`src/rtl/branch_sequencer.sv`:
```
// rtl/branch_sequencer.sv - PC sequencer for the fetch/branch loop; optional BRANCH_ERRCNT_EN enables the rejected-branch counter
module branch_sequencer #(
    parameter int unsigned       SIZE     = 8,
    parameter logic [SIZE-1:0]   RESET_PC = '0
) (
    input  logic            clk_i,
    input  logic            reset_i,
    input  logic            start_i,
    input  logic            fetchAck_i,
    input  logic            branchControl_i,
    input  logic [2:0]      programNum_i,
    input  logic            halt_i,
    output logic [SIZE-1:0] pc_o,
    output logic            fetchReq_o,
    output logic            busy_o,
    output logic            branchDone_o,
    output logic            branchErr_o,
    output logic [7:0]      errCount_o
);

    typedef enum logic [1:0] {
        S_IDLE   = 2'd0,
        S_FETCH  = 2'd1,
        S_EXEC   = 2'd2,
        S_UPDATE = 2'd3
    } state_e;

    state_e          state_q, state_d;
    logic [SIZE-1:0] pc_q, pc_d;
    logic [SIZE:0]   sum_q, sum_d;
    logic            br_q, br_d;
    logic [2:0]      off_q, off_d;
    logic            halt_q, halt_d;
    logic            done_q, done_d;
    logic            err_q, err_d;
    logic [SIZE-1:0] pc_inc;
    logic            reject;

    assign pc_inc = pc_q + {{(SIZE-1){1'b0}}, 1'b1};
    // Carry/borrow out of the SIZE+1 bit sum means the target left the PC range.
    assign reject = br_q && sum_q[SIZE];

    // State register; reset aborts any instruction in flight.
    always_ff @(posedge clk_i or posedge reset_i) begin
        if (reset_i) begin
            state_q <= S_IDLE;
        end else begin
            state_q <= state_d;
        end
    end

    // Next-state decode plus the state-decoded fetchReq/busy outputs.
    always_comb begin
        state_d    = state_q;
        fetchReq_o = 1'b0;
        busy_o     = 1'b1;
        case (state_q)
            S_IDLE: begin
                busy_o = 1'b0;
                if (start_i) begin
                    state_d = S_FETCH;
                end
            end
            S_FETCH: begin
                fetchReq_o = 1'b1;
                if (fetchAck_i) begin
                    state_d = S_EXEC;
                end
            end
            S_EXEC: begin
                state_d = S_UPDATE;
            end
            S_UPDATE: begin
                state_d = halt_q ? S_IDLE : S_FETCH;
            end
            default: begin
                state_d = S_IDLE;
            end
        endcase
    end

    // Datapath next values: latch the instruction, form the target, write the PC.
    always_comb begin
        pc_d   = pc_q;
        sum_d  = sum_q;
        br_d   = br_q;
        off_d  = off_q;
        halt_d = halt_q;
        done_d = 1'b0;
        err_d  = 1'b0;
        case (state_q)
            S_FETCH: begin
                if (fetchAck_i) begin
                    br_d   = branchControl_i;
                    off_d  = programNum_i;
                    halt_d = halt_i;
                end
            end
            S_EXEC: begin
                sum_d = {1'b0, pc_q} + {{(SIZE-2){off_q[2]}}, off_q};
            end
            S_UPDATE: begin
                done_d = br_q;
                err_d  = reject;
                if (br_q && !reject) begin
                    pc_d = sum_q[SIZE-1:0];
                end else begin
                    pc_d = pc_inc;
                end
            end
            default: begin
            end
        endcase
    end

    // Datapath registers; latched instruction is discarded on reset.
    always_ff @(posedge clk_i or posedge reset_i) begin
        if (reset_i) begin
            pc_q   <= RESET_PC;
            sum_q  <= '0;
            br_q   <= 1'b0;
            off_q  <= 3'd0;
            halt_q <= 1'b0;
            done_q <= 1'b0;
            err_q  <= 1'b0;
        end else begin
            pc_q   <= pc_d;
            sum_q  <= sum_d;
            br_q   <= br_d;
            off_q  <= off_d;
            halt_q <= halt_d;
            done_q <= done_d;
            err_q  <= err_d;
        end
    end

    assign pc_o         = pc_q;
    assign branchDone_o = done_q;
    assign branchErr_o  = err_q;

`ifdef BRANCH_ERRCNT_EN
    logic [7:0] errcnt_q, errcnt_d;

    // Saturating count of rejected branches, stepped on the edge that raises branchErr.
    always_comb begin
        errcnt_d = errcnt_q;
        if (state_q == S_UPDATE && reject && errcnt_q != 8'hFF) begin
            errcnt_d = errcnt_q + 8'd1;
        end
    end

    // Counter register; only reset clears it.
    always_ff @(posedge clk_i or posedge reset_i) begin
        if (reset_i) begin
            errcnt_q <= 8'd0;
        end else begin
            errcnt_q <= errcnt_d;
        end
    end

    assign errCount_o = errcnt_q;
`else
    assign errCount_o = 8'd0;
`endif

endmodule
```
`config.mk`:
```
export PLATFORM = sky130hd
export DESIGN_NAME = branch_sequencer
export DESIGN_NICKNAME = d
export VERILOG_FILES = /design/src/rtl/branch_sequencer.sv
export SDC_FILE = /design/constraint.sdc
export NUM_CORES = 1
export LEC_CHECK = 0
export ABC_AREA = 1
export BUFFER_PORTS_ARGS = -buffer_cell sky130_fd_sc_hd__buf_2
export CAP_MARGIN = 5
export CORE_MARGIN = 10
export CORE_UTILIZATION = 30
export CTS_BUF_LIST = sky130_fd_sc_hd__clkbuf_2 sky130_fd_sc_hd__clkbuf_4 sky130_fd_sc_hd__clkbuf_8
export DETAILED_ROUTE_END_ITERATION = 7
export MAX_ROUTING_LAYER = met4
export SYNTH_ARGS = -nofsm -noshare
export SYNTH_HDL_FRONTEND = slang
export SYNTH_SLANG_ARGS = --single-unit
export TNS_END_PERCENT = 5
```
`constraint.sdc`:
```
create_clock -name clk_i -period 2.19 [get_ports clk_i]
set_input_delay 0.438 -clock clk_i [delete_from_list [all_inputs] [get_ports clk_i]]
set_output_delay 0.438 -clock clk_i [all_outputs]
set_load 0.03 [all_outputs]
```
-- Word-level counts from Yosys, hierarchy flattened
Index checks and enable logic that the tools add are counted.
Widths: inputs -> output; s select.
- output and inout port bits: 20
- input bits: 9
- register bits after elaboration: 26
- word-level logic and storage cells: 30
- eq/ne operators: 5
- muxes and demuxes: 9
- add/sub/neg operators: 2
- reduce and logical (&&, ||, !) cells: 6
- operator list (operator ; count):
    $add 8x9->9 ; 1
    $add 8x1->8 const B ; 1
    $mux 8 ; 1
    $pmux 2 s4 ; 1
    $mux 1 ; 5
    $eq 2x2->1 const B ; 2
    $mux 2 ; 2
    $ne 2x2->1 const B ; 2
    $reduce_and 2->1 ; 2
    $eq 2x1->1 const B ; 1
    $logic_and 1x1->1 ; 2
    $logic_not 2->1 ; 1
    $logic_not 1->1 ; 1

-- Logic depth before layout (Yosys ltp)
- depth in word-level cells: 4
- mapped depth: 9
- depth with buffers taken out: 9

-- Worst setup path after synthesis
Ideal clock, no wire load.
- kind: flip-flop to flip-flop
- start point: reg pc_q[0] (netlist: pc_o[0])
- end point: reg sum_q[8]
- slack: 447 ps
- setup time: 117 ps
- arrival time: 1626 ps
- buffers on the path: 0
- stages on the path, launching flop included: 9
- period minus slack after synthesis: 1743 ps
- cell sequence: dfrtp_1 ha_1 fa_1 nand2_1 nand2_1 nand3_1 nand3_1 nand3_1 nand2_1
- word-level cells in the longest chain between the ends: 1
- RTL lines (element ; RTL line ; RTL):
    start: declaration ; 29 ; logic [SIZE-1:0] pc_q, pc_d;
    start signal: assignment ; 127 ; pc_q <= pc_d;
    $add 8x9->9 ; 100 ; sum_d = {1'b0, pc_q} + {{(SIZE-2){off_q[2]}}, off_q};
    end signal: assignment ; 128 ; sum_q <= sum_d;
    end: declaration ; 30 ; logic [SIZE:0] sum_q, sum_d;
Every way passes these cells.
A chain may end at the register's enable or synchronous reset.

-- Worst setup path in the final report
Ends and elaborated chain as after synthesis.

==> impl_metrics.env <==
export IMPL_hold_violations=0
export IMPL_netlist_instances=224
export IMPL_cp_cell_sequence="ha_1, fa_1, nand2_1, nand2_1, nand3_1, nand3_1, nand3_1, nand2_1"
export IMPL_nets=271
export IMPL_synth_top_family_by_area="simple AND/OR/NAND/NOR gates"
export IMPL_status="finished, final reports clean"
export IMPL_fmax_ghz=0.5839
export IMPL_clock_latency_ns=0.27
export IMPL_synth_common_cells="nand2_1 (68), inv_1 (29), dfrtp_1 (26), nor2_1 (16), a21oi_1 (15)"
export IMPL_synthFlopType="dfrtp_1"
export IMPL_finalCritPeriodShare_pct=78.20
export IMPL_synth_edff_count=0
export IMPL_drv_slew=0
export IMPL_cts_sinks=26
export IMPL_yosys_area_top_type="dfrtp_1"
export IMPL_cts_tree="built"
export IMPL_synth_area_top_cells="dfrtp_1 (38%), nand2_1 (15%), ha_1 (10%)"
export IMPL_synthSimpleGateAreaFrac_pct=26.69
export IMPL_routed_via_count=1410
export IMPL_worstPathRequired_ns=2.36
export IMPL_cp_end_kind="flop"
export IMPL_synthXorXnorAreaFrac_pct=0.5147
export IMPL_clock_skew_ns=0.007704
export IMPL_dieArea_um2=9085
export IMPL_drc=0
export IMPL_grt_pass1_wl_um=6582
export IMPL_drt_iter0_markers=76
export IMPL_initial_core_util_pct=30.90
export IMPL_grt_overflow=0
export IMPL_crit_type="flop to flop"
export IMPL_die_width_um=95.32
export IMPL_crit_arrival_ns=1.88
export IMPL_fp_row_count=27
export IMPL_ctsHtreeMaxLevel=1
export IMPL_avgSynthCellArea_um2=7.597
export IMPL_start_kind="flop"
export IMPL_post_synth_num_cell_types=25
export IMPL_ys_async_sr_fraction_pct=100.0
export IMPL_hold_class="primary input to asynchronous set/reset pin"
export IMPL_cp_slowest_cell="dfrtp_1"
export IMPL_slowest_delay_ns=0.46
export IMPL_yosys_warnings=0
export IMPL_synth_most_common_cell="nand2_1"
export IMPL_cts_root_buf="clkbuf_8"
export IMPL_grt_max_degree=27
export IMPL_routed_wirelength_um=3857
export IMPL_yosysSeqAreaShare_pct=38.24
export IMPL_synth_seq_cells=26
export IMPL_io_buffer_count=20
export IMPL_antenna_left=0
export IMPL_critPathMaxFanout=6
export IMPL_layout_drive_gt1_share_pct=14.63
export IMPL_wl_per_cell_um=12.13
export IMPL_grt_usage_pct=9.380
export IMPL_cts_buffers=3
export IMPL_ctsResizeCount=0
export IMPL_antenna_cells=0
export IMPL_ctsLongestPathBuffers=2
export IMPL_fin_hold_ws_ns=0.2057
export IMPL_cap_violations=0
export IMPL_ioPinCount=29
export IMPL_hpwlAfterDp_um=2971
export IMPL_vias_per_cell=4.434
export IMPL_setup_violations=0
export IMPL_grt_pass1_vias=1417
export IMPL_gp_congestion=0.9149
export IMPL_synthToLayoutAreaGrowth_pct=12.35
export IMPL_synthMuxAreaShare_pct=1.985
export IMPL_dr_pass1_iters=4
export IMPL_netlist_area_leader_share_pct=38.24
export IMPL_setup_tns_ns=0
export IMPL_synth_compound_area_share_pct=8.603
export IMPL_rsz0062_at_grt="false"
export IMPL_finalCriticalPeriod_ns=1.713
export IMPL_syn_area_um2=1702
export IMPL_rrSetupSlack_ns=0.48
export IMPL_post_cts_buffers=0
export IMPL_hold_buffers=0
export IMPL_path_clk_slew_ns=0.10
export IMPL_coreArea_um2=5507
export IMPL_synth_adder_area_share_pct=11.47
export IMPL_antenna_found_initial=0
export IMPL_die_height_um=95.32
==> worst max-delay path, delay by kind of cell (launching register included) <==
kind	cells	cell delay, ns
simple gates	6	0.52
fa+ha+maj	2	0.65
flops	1	0.46
==> final cells by class <==
class	count	area [um2]
fillers	617	3595
clock buffers	3	41.29
clock inverters	1	30.03
well taps	72	90.09
repair buffers	22	115.1
multi-input cells	163	868.3
flip-flops and latches	26	650.6
inverters	31	116.4
==> sequential cells by signal, indices dropped and copies added (netlist names) <==
name          cells
off_q             3
halt_q            1
branchErr_o       1
pc_o              8
sum_q             9
state_q           2
branchDone_o      1
br_q              1
==> placed cells by master, fill, tap and decap left out, drive strengths merged, types with 3 or more instances in the layout <==
cell and instances:
nor2 17, conb 8, inv 30, nand2 70
dfrtp 26, nand3b 3, mux2 3, buf 22
ha 14, nand3 15, a21oi 15, o21ai 13
clkbuf 3
==> path summary, 6_finish.rpt <==
| kind | from | end | depth (start not counted) |
|---|---|---|---|
| worst max register to register | pc_o[0] | sum_q[8] | 8 |
| min in group clk_i | programNum_i[1] | off_q[1] | 2 |
| worst min register to register | sum_q[7] | sum_q[7] | 2 |
| max in group asynchronous | reset_i | sum_q[5] | 3 |
| worst min-delay path | reset_i | br_q | 3 |
| worst max-delay path | pc_o[0] | sum_q[8] | 8 |
==> kinds of logic (layout without fill, tap and decap cells) <==
group	Yosys count	after routing
adder cells (fa/ha/maj)	15	15
XOR/XNOR	1	1
flip-flops	26	26
AO/OA/AOI/OAI	29	29
buffers and inverters	42	57
multiplexers	3	3
AND/OR/NAND/NOR	107	107
other	1	8
==> metrics by stage <==
| stage | cell area (um2) | setup WS (ns) | utilization [%] | instances |
|---|---|---|---|---|
| 6_report | 1912 | 0.4775 | 34.72 | 318 |
| 3_5_place_dp | 1841 | 0.4952 | 33.42 | 314 |
| 3_3_place_gp | 1841 | 0.5386 | 33.42 | 314 |
| 2_1_floorplan | 1728 | 0.4466 | - | 231 |
| 5_1_grt | 1912 | 0.3033 | 34.72 | 318 |
| 4_1_cts | 1912 | 0.4645 | 34.72 | 318 |
==> metal layers <==
layer	vias to the layer above	global-route usage, %	routed length, um
li1	732	-	-
met1	647	9.875	1696
met2	27	16.76	1915
met3	4	2.671	205
met4	0	2.494	40
met5	-	-	0
Power is not shown: default switching activity piles up to over one toggle a cycle in this logic, so the estimate is an artifact.
